[config.mk]
export PLATFORM = sky130hd
export DESIGN_NAME = fifo_wr_arb
export DESIGN_NICKNAME = d
export VERILOG_FILES = /design/src/rtl/fifo_wr_arb_pkg.sv /design/src/rtl/fifo_wr_arb.sv
export SDC_FILE = /design/constraint.sdc
export NUM_CORES = 1
export LEC_CHECK = 0
export CORE_UTILIZATION = 43
export DETAILED_ROUTE_END_ITERATION = 6
export GPL_TIMING_DRIVEN = 0
export PLACE_DENSITY = 0.77
export RECOVER_POWER = 100
export SKIP_LAST_GASP = 1
export SYNTH_ARGS = -nofsm -noshare
export SYNTH_HDL_FRONTEND = slang
export SYNTH_SLANG_ARGS = --single-unit
[constraint.sdc]
create_clock -name clk -period 2.2 [get_ports clk]
set_clock_uncertainty 0.15 [all_clocks]
set_input_delay 0.33 -clock clk [delete_from_list [all_inputs] [get_ports clk]]
set_output_delay 0.33 -clock clk [all_outputs]
set_load 0.03 [all_outputs]
[src/rtl/fifo_wr_arb_pkg.sv]
// Shared definitions for the two-requester FIFO write arbiter.
package fifo_wr_arb_pkg;

    localparam int unsigned DEF_DATA_W    = 4;
    localparam int unsigned DEF_MAX_BURST = 4;
    localparam int unsigned CNT_W         = 4;

    typedef enum logic [1:0] {
        IDLE = 2'd0,
        OWN0 = 2'd1,
        OWN1 = 2'd2
    } state_e;

    // Increment that stops at the burst limit.
    function automatic logic [CNT_W-1:0] sat_inc(input logic [CNT_W-1:0] v,
                                                 input logic [CNT_W-1:0] lim);
        return (v >= lim) ? lim : v + CNT_W'(1);
    endfunction

endpackage

[src/rtl/fifo_wr_arb.sv]
// Two-requester write arbiter into a FIFO with bounded ownership bursts.
// Grants and FIFO write are combinational; ownership state is registered.
module fifo_wr_arb
    import fifo_wr_arb_pkg::*;
#(
    parameter int unsigned DATA_W    = DEF_DATA_W,
    parameter int unsigned MAX_BURST = DEF_MAX_BURST
) (
    input  logic              clk,
    input  logic              reset,
    input  logic              req0,
    input  logic              req1,
    input  logic [DATA_W-1:0] wdata0,
    input  logic [DATA_W-1:0] wdata1,
    output logic              gnt0,
    output logic              gnt1,
    input  logic              fifo_full,
    output logic              fifo_wr,
    output logic [DATA_W-1:0] fifo_wdata,
    output logic              owner,
    output logic              busy
);

    localparam logic [CNT_W-1:0] MAX_CNT = CNT_W'(MAX_BURST);

    state_e           state;
    state_e           state_n;
    logic [CNT_W-1:0] burst_cnt;
    logic [CNT_W-1:0] burst_cnt_n;
    logic             last;
    logic             last_n;
    logic             win_vld;
    logic             win_id;
    logic             xfer;

    // Winner selection: the owner keeps the port until its burst is spent
    // while the other side waits; IDLE ties go to the side not served last.
    always_comb begin
        win_vld = 1'b0;
        win_id  = 1'b0;
        case (state)
            OWN0: begin
                if (req0 && ((burst_cnt < MAX_CNT) || !req1)) begin
                    win_vld = 1'b1;
                    win_id  = 1'b0;
                end else if (req1) begin
                    win_vld = 1'b1;
                    win_id  = 1'b1;
                end
            end
            OWN1: begin
                if (req1 && ((burst_cnt < MAX_CNT) || !req0)) begin
                    win_vld = 1'b1;
                    win_id  = 1'b1;
                end else if (req0) begin
                    win_vld = 1'b1;
                    win_id  = 1'b0;
                end
            end
            default: begin
                if (req0 && req1) begin
                    win_vld = 1'b1;
                    win_id  = ~last;
                end else if (req0) begin
                    win_vld = 1'b1;
                    win_id  = 1'b0;
                end else if (req1) begin
                    win_vld = 1'b1;
                    win_id  = 1'b1;
                end
            end
        endcase
    end

    // Zero-latency write path, forced quiet while reset is asserted.
    always_comb begin
        xfer       = win_vld & ~fifo_full & reset;
        gnt0       = xfer & ~win_id;
        gnt1       = xfer & win_id;
        fifo_wr    = xfer;
        fifo_wdata = xfer ? (win_id ? wdata1 : wdata0) : '0;
    end

    // Ownership update; a full FIFO freezes everything.
    always_comb begin
        state_n     = state;
        burst_cnt_n = burst_cnt;
        last_n      = last;
        if (!fifo_full) begin
            if (win_vld) begin
                if ((state == IDLE) || (win_id != (state == OWN1))) begin
                    state_n     = win_id ? OWN1 : OWN0;
                    burst_cnt_n = CNT_W'(1);
                    last_n      = win_id;
                end else begin
                    burst_cnt_n = sat_inc(burst_cnt, MAX_CNT);
                end
            end else begin
                state_n     = IDLE;
                burst_cnt_n = '0;
            end
        end
    end

    always_ff @(posedge clk or negedge reset) begin
        if (!reset) begin
            state     <= IDLE;
            burst_cnt <= '0;
            last      <= 1'b1;
            busy      <= 1'b0;
            owner     <= 1'b0;
        end else begin
            state     <= state_n;
            burst_cnt <= burst_cnt_n;
            last      <= last_n;
            busy      <= (state_n != IDLE);
            owner     <= (state_n == OWN1);
        end
    end

endmodule

# Word-level counts from Yosys, hierarchy flattened
# Cells that the tools add are included.
totals:
  regBits: 9
  out_inout_bits: 9
classes:
  n_addsub: 1
  n_lt_le_gt_ge: 2
  n_eq_ne: 4
  n_mux: 21
  n_bitwise: 7
  reduce_logical: 11
op_table:
  columns: ["operator", "n"]
  rows:
  - ["4-bit two-way mux", 5]
  - ["1-bit two-way mux", 10]
  - ["2-bit two-way mux", 4]
  - ["4-bit by 1-bit adder with 4-bit output (second input constant)", 1]
  - ["1-bit AND", 4]
  - ["2-bit == test (second input constant)", 2]
  - ["4-bit by 3-bit >= comparator with 1-bit output (second input constant)", 1]
  - ["4-bit by 3-bit less-than comparator with 1-bit output (second input constant)", 1]
  - ["1-bit case mux with 2 select lines", 2]
  - ["1-bit logical AND", 3]
  - ["1-bit logical OR", 3]
  - ["1-bit NOT", 3]
  - ["3-bit AND reduction", 1]
  - ["2-bit by 1-bit == test with 1-bit output (second input constant)", 1]
  - ["1-bit zero test", 2]
  - ["2-bit zero test", 1]
  - ["2-bit nonzero test", 1]
  - ["1-bit inequality test", 1]

# Depth between registers and ports, before layout
# Gate-level depths: netlist of the first run.
logic_depth:
  word_depth: 11
  mapped_depth: 7
  depth_no_buf: 7

# Worst setup path before layout of the first run
# OpenSTA, ideal clock, no wires.
synth_path:
  path_type: "reg2out"
  start: "reg state[0]"
  end: "out fifo_wdata[0]"
  arrival_time_ns: 1.905
  t_required_ns: 1.720
  setup_slack_ns: -0.185
  path_stages_with_launch: 8
  n_path_buf: 0
  cell_sequence: "dfrtp_1 > inv_1 > ha_1 > or3b_1 > o211ai_2 > nor2_2 > mux2i_1 > nor2_1"
synth_between:
  elab_chain_cells: 5
  word_cells_on_any_way: 8
synth_rtl:
  columns: ["item", "line_no", "rtl"]
  rows:
  - ["start, declared", "fifo_wr_arb.sv:26", "state_e state;"]
  - ["start signal, assigned", "fifo_wr_arb.sv:113", "state <= state_n;"]
  - ["2-bit == test or 2-bit by 1-bit == test with 1-bit output (tied branches)", "fifo_wr_arb.sv:41", "case (state)"]
  - ["1-bit case mux with 2 select lines", "fifo_wr_arb.sv:41", null]
  - ["1-bit AND (2 in a row)", "fifo_wr_arb.sv:77", "xfer = win_vld & ~fifo_full & reset;"]
  - ["4-bit two-way mux *", "fifo_wr_arb.sv:81", "fifo_wdata = xfer ? (win_id ? wdata1 : wdata0) : '0;"]
  - ["end, declared", "fifo_wr_arb.sv:19", "output logic [DATA_W-1:0] fifo_wdata,"]
# Every way passes the cells marked *; elsewhere a longest branch is shown, timed or not.

# Worst setup path after layout of the first run
layout_path:
  start: "reg state[0]"
  end: "out fifo_wdata[2]"
# The elaborated chain is that of the path after synthesis.

==> results of run 1 <==
worst min path at each step:
stage	startpoint	endpoint	cells past startpoint
after global placement	burst_cnt[1]$_DFFE_PN0N_	burst_cnt[1]$_DFFE_PN0N_	2
after floorplan	reset	burst_cnt[0]$_DFFE_PN0N_	0
after global routing	reset	burst_cnt[1]$_DFFE_PN0N_	1
final	reset	burst_cnt[1]$_DFFE_PN0N_	1
after detailed placement	burst_cnt[1]$_DFFE_PN0N_	burst_cnt[1]$_DFFE_PN0N_	2
after CTS	reset	burst_cnt[1]$_DFFE_PN0N_	1
worst max-delay path: cells and delay by family (launching register included):
kind | cells | cell delay, ns
simple gates | 3 | 0.61
flops | 1 | 0.39
fa+ha+maj | 1 | 0.28
buf+inv | 2 | 0.23
mux | 1 | 0.15
compound gates | 1 | 0.10
cells by family (layout without fill, tap and decap cells):
kind of cell	count (synthesis)	count (layout)	synth area share [%]
AO/OA/AOI/OAI	17	17	21.31
adder cells (fa/ha/maj)	4	4	7.968
buffers and inverters	5	39	2.987
flip-flops	9	9	36.06
multiplexers	4	4	6.375
AND/OR/NAND/NOR	33	33	25.30
cells in the final DEF (no fill, tap or decap), types with 2 or more instances in the layout:
| master | count |
|---|---|
| nor2_1 | 8 |
| dfrtp_1 | 8 |
| clkbuf_4 | 3 |
| nand2b_4 | 2 |
| clkdlybuf4s50_1 | 10 |
| nor2_2 | 4 |
| a21oi_1 | 3 |
| ha_4 | 2 |
| buf_4 | 11 |
| o21ai_0 | 3 |
| nor3_1 | 3 |
| dlygate4sd3_1 | 3 |
| mux2i_1 | 4 |
| buf_6 | 5 |
| nand2_1 | 6 |
| ha_1 | 2 |
| clkbuf_1 | 2 |
| inv_1 | 3 |
through the flow:
step                hold slack (ns)  setup TNS (ns)  total power, mW
floorplan                   -0.1156        -0.03679           0.7554
global placement             0.3377          -4.736           0.9147
detailed placement           0.3265          -4.681           0.9286
CTS                          0.2504          -1.724            1.183
global route                 0.3598          -2.448            1.479
finish                       0.3178          -1.716            1.401
per-layer routing:
layer  vias to the layer above  wire [µm]
met4                         0         63
met1                       328        706
li1                        322          -
met3                         8         94
met5                         -          0
met2                        24       1031
repair_timing:
item	in CTS	in global routing
pin swaps	4	3
buffers inserted	5	5
setup endpoints to repair	7	14
resized for setup	51	14
endpoints found under the hold margin	0	0
where the power goes:
| group | leakage (nW) | internal [mW] | switching, mW |
|---|---|---|---|
| combinational | 0.352 | 0.476 | 0.521 |
| sequential | 0.113 | 0.233 | 0.0404 |
| clock | 0.0150 | 0.0701 | 0.0607 |
registers in the layout, indices dropped and copies added (netlist names):
| name | flops |
|---|---|
| busy | 1 |
| burst_cnt | 4 |
| owner | 1 |
| last | 1 |
| state | 2 |
cell type report:
class / instances / area (µm²)
Fill cell: 92 / 256.5
Multi-Input combinational cell: 58 / 513.0
Tap cell: 15 / 18.77
Sequential cell: 9 / 226.5
Timing Repair Buffer: 30 / 274.0
Clock buffer: 4 / 26.28
Buffer: 1 / 3.754
Inverter: 4 / 15.01
==> results.toml, run 1 <==
[setup_path]
crit_path_end_kind = "primary output"
crit_end = "fifo_wdata[2]"
cp_data_arrival_time_ns = 2.03
cp_data_required_time_ns = 1.72
timing.critical_path.from_type = "flip-flop"
critPathMaxStageDelay_ns = 0.39
r2r-start = "state[0]$_DFF_PN0_"
worst-setup-path-type = "reg -> out"
crit-reg2reg-capture = "burst_cnt[2]$_DFFE_PN0N_"
timing.critical_path.cells = "inv_2 > ha_4 > or3b_4 > o211ai_4 > nor2_4 > mux2i_1 > nor2_2 > buf_6"
r2r_cells = 9
worst_path_max_fanout = 6
worstSetupStartpoint = "state[0]$_DFF_PN0_"
setup.reg_to_reg.worst_slack_ns = -0.07
crit_path_top_delay_cell = "dfrtp_1"

[place]
dp_hpwl_um = 1151
dpl_cell_area_um2 = 877.1
port_buffers = 20
place_inst = 107
globalplace.congestion = 0.7995
dp_worst_setup_slack_ns = -0.7387

[sta]
finalHoldViolations = 0
finalCriticalPeriod_ns = 2.508
worst_slew_pin_slew_ns = 0.5112
max_clock_freq_ghz = 0.3988
setup-violations-final = 8
drv_slew = 0
setup_ws_ns = -0.3077
slew_headroom_pct = 65.80
layout_worst_path_cycle_share_pct = 114.0
grt_setup_unrepaired = "yes"

[outcome]
violations = "setup timing"
run_status = "finished with violations"

[floorplanning]
chipWidth_um = 40.22
die_area_um2 = 1618
io-pin-count = 22
core_area_um2 = 1334
placementRows = 13
die_height_um = 40.22
initial_utilization_pct = 47.09

[yosys]
postSynthRegisterBits = 9
avgSynthCellArea_um2 = 8.724
synth_largest_type_area_fraction_pct = 31.87
synth_seq_area_share_pct = 36.06
synth.most_common_cell = "nor2_1"
post_synth_inst_count = 72
synth_top_cells_by_count = "nor2_1, dfrtp_1, nand2_1"
synth-async-reset-ratio_pct = 100.0
dominantRegCellSynth = "dfrtp_1"
synth_enable_flop_cells = 0
yosysTopAreaCell = "dfrtp_1"
yosysWarningCount = 0
synthesis.area_um2 = 628.1
postSynthNetCount = 89
unique_masters_post_synth = 27
ys_top_cells_by_area = "dfrtp_1, ha_1, nor2_1"

[global_routing]
globalRouteMet2Util_pct = 44.76
global_route_hottest_layer = "met2"
grt_antenna_before_repair = 0
maximum_number_of_pins_on_one_net_before_global_route_repair = 11
vias_in_the_first_global_route = 559
grt_util_met3_pct = 8.333
globalRouteOverflowTotal = 0
first_pass_grt_wire_length_um = 2359
global_route.usage.met1_pct = 23.05
global_route.usage.total_pct = 23.07

[finish]
layout.nets = 124
layout.core_utilization_pct = 80.77
final_cell_count_no_fill = 121
area_growth_pct = 71.51
drive_gt1_share_pct = 40.57
diodes = 0
final_area_um2 = 1077

[clock_network]
clock_latency_at_the_later_pin_of_the_worst_skew_pair_ns = 0.27
root_buffer = "clkbuf_4"
cts_bufs_inserted = 3
ctsHtreeMaxLevel = 1
ctsLongestPathBuffers = 2
cts_tree = "built"
cts.clk_slew.worst_paths_ns = 0.06
cts_hold_buffers = 0
clock_sinks = 9

[drt]
drc_errors = 0
firstDrtPassIters = 4
wl_um = 1895
route.detailed.vias_per_inst = 5.636
first_iter_violations = 18
ant_nets = 0
routed-via-count = 682
detail_route.wl_per_cell_um = 15.66

[pwr]
vdd.ir_drop.worst_mv = 0.8384
power_per_cell_area_nw_per_um2 = 1300
leakage_nw = 0.4805

[hold_path]
holdCritPathClass = "in -> async"

[run]
max-cap-violations = 0
(Power assumes the default switching activity.)
==> run 2, diff against run 1 <==
--- a/config.mk
+++ b/config.mk
@@ -10,6 +10,7 @@
 export GPL_TIMING_DRIVEN = 0
 export PLACE_DENSITY = 0.77
 export RECOVER_POWER = 100
+export SETUP_SLACK_MARGIN = 0.02
 export SKIP_LAST_GASP = 1
 export SYNTH_ARGS = -nofsm -noshare
 export SYNTH_HDL_FRONTEND = slang
==> run 2 against run 1 <==
  * The flow still finishes with violations (setup timing)
  * Power is 0.85% higher
  * Maximum frequency is 1.4% lower
  * Count of clock-buffer cells in the layout unchanged
  * Critical path depth did not move
  * First-iteration DRC count rose by 39%
  * Sequential power up 2%
  * Via count increased by 6.7%
  * Worst hold slack worse by 0.055 ns
  * Cell count is 2.5% higher
  * Worst setup slack worse by 0.035 ns
  * Critical path type unchanged
  * Largest power group unchanged
==> results.toml, run 2 (same netlist as run 1, synthesis figures left out) <==
[place]
port_buffers = 20
globalplace.congestion = 0.8095
place_inst = 107
dpl_cell_area_um2 = 877.1
dp_hpwl_um = 1192

[pwr]
power_mw = 1.413
power_per_cell_area_nw_per_um2 = 1313
vdd.ir_drop.worst_mv = 0.7783
leakage_nw = 0.4852

[sta]
worst_slew_pin_slew_ns = 0.5436
max_clock_freq_ghz = 0.3932
drv_slew = 0
slew_headroom_pct = 63.65
setup-violations-final = 11
setup_ws_ns = -0.3431
finalHoldViolations = 0
finalCriticalPeriod_ns = 2.543
hold-worst-slack_ns = 0.2630
layout_worst_path_cycle_share_pct = 115.6
grt_setup_unrepaired = "yes"

[finish]
fillerInstances = 83
diodes = 0
area_growth_pct = 71.31
commonest_non_fill_non_tap_cells_in_the_layout = "buf_4, clkdlybuf4s50_1, nor2_1, dfrtp_1, nand2_1"
final_area_um2 = 1076
largest_reg_flops = 4
final_cell_count_no_fill = 124
layout.nets = 127
mostFrequentLayoutCell = "buf_4"
registers.top_by_ff_count = "burst_cnt"
reg_top3 = "burst_cnt x4, state x2"
drive_gt1_share_pct = 39.45

[setup_path]
crit_path_end_kind = "primary output"
cp_data_arrival_time_ns = 2.06
worst_path_max_fanout = 6
worst-setup-path-type = "reg -> out"
timing.critical_path.from_type = "flip-flop"
cp_data_required_time_ns = 1.72

[global_routing]
grt_antenna_before_repair = 0
maximum_number_of_pins_on_one_net_before_global_route_repair = 11
globalRouteOverflowTotal = 0
first_pass_grt_wire_length_um = 2787
vias_in_the_first_global_route = 647
global_route.usage.total_pct = 26.59

[clock_network]
ctsHtreeMaxLevel = 1
clock_sinks = 9
root_buffer = "clkbuf_4"
ctsLongestPathBuffers = 2
clock_latency_at_the_later_pin_of_the_worst_skew_pair_ns = 0.27
cts.clk_slew.worst_paths_ns = 0.07
cts_tree = "built"
cts_bufs_inserted = 3

[floorplanning]
chipWidth_um = 40.22
io-pin-count = 22
die_area_um2 = 1618
die_height_um = 40.22
initial_utilization_pct = 47.09
core_area_um2 = 1334
placementRows = 13

[drt]
drc_errors = 0
firstDrtPassIters = 4
first_iter_violations = 25
ant_nets = 0
route.detailed.vias_per_inst = 5.871
wl_um = 2270
routed-via-count = 728
detail_route.wl_per_cell_um = 18.31

[hold_path]
holdCritPathClass = "in -> async"

[run]
max-cap-violations = 0

[outcome]
violations = "setup timing"
run_status = "finished with violations"
run 2: repair_timing:
| action | CTS | global route |
|---|---|---|
| gates resized for setup | 50 | 11 |
| hold buffers | 0 | 0 |
| setup buffers | 6 | 7 |
| endpoints found under the setup margin | 7 | 14 |
| pin swaps | 4 | 8 |
run 2: worst paths after layout:
path | start | to | slack (ns) | cells after the start
max in group asynchronous | reset | busy$_DFF_PN0_ | 1.27 | 1
worst min-delay path | reset | burst_cnt[2]$_DFFE_PN0N_ | 0.26 | 1
worst max-delay path | state[0]$_DFF_PN0_ | fifo_wdata[1] | -0.34 | 8
worst min register to register | burst_cnt[1]$_DFFE_PN0N_ | burst_cnt[1]$_DFFE_PN0N_ | 0.37 | 2
worst max register to register | state[0]$_DFF_PN0_ | burst_cnt[2]$_DFFE_PN0N_ | -0.12 | 9
min in group clk | fifo_full | burst_cnt[2]$_DFFE_PN0N_ | 0.37 | 3
run 2: stage by stage:
stage               setup TNS, ns  util, %  setup slack (ns)
global placement           -4.749    65.76           -0.7496
floorplan                -0.03679        -          -0.01665
CTS                        -1.631    72.14           -0.3148
global route               -2.971    80.68           -0.4477
detailed placement         -5.044    65.76           -0.7811
finish                     -2.020    80.68           -0.3431
run 2: critical path: stages, from the launching register on:
cell and delay, ns:
dfrtp_1 0.41, inv_2 0.10, ha_4 0.29, nand2_1 0.09, a211oi_4 0.37, nor2_4 0.12, mux2i_1 0.15, nor2_2 0.14
buf_6 0.14
run 2: layout make-up:
type / instances / area [µm²] / area share (%)
timing repair buffer: 33 / 289.0 / 26.86
buffer: 1 / 3.754 / 0.3488
sequential: 9 / 226.5 / 21.05
tap: 15 / 18.77 / 1.744
clock buffer: 4 / 26.28 / 2.442
inverter: 4 / 15.01 / 1.395
multi-input combinational: 58 / 496.7 / 46.16
run 2: metal layers:
metal | part of all wire [%] | GRT usage [%] | vias up
met5 | 0 | 0 | -
met2 | 57 | 51.61 | 32
met3 | 4.9 | 9.444 | 9
met4 | 2.3 | 5.833 | 0
li1 | - | - | 329
met1 | 36 | 26.62 | 358
run 2: power breakdown:
part | internal (mW) | leakage (nW) | switching (mW)
logic | 0.460 | 0.357 | 0.542
clock network | 0.0700 | 0.0150 | 0.0617
registers | 0.233 | 0.113 | 0.0460
total | 0.763 | 0.485 | 0.649
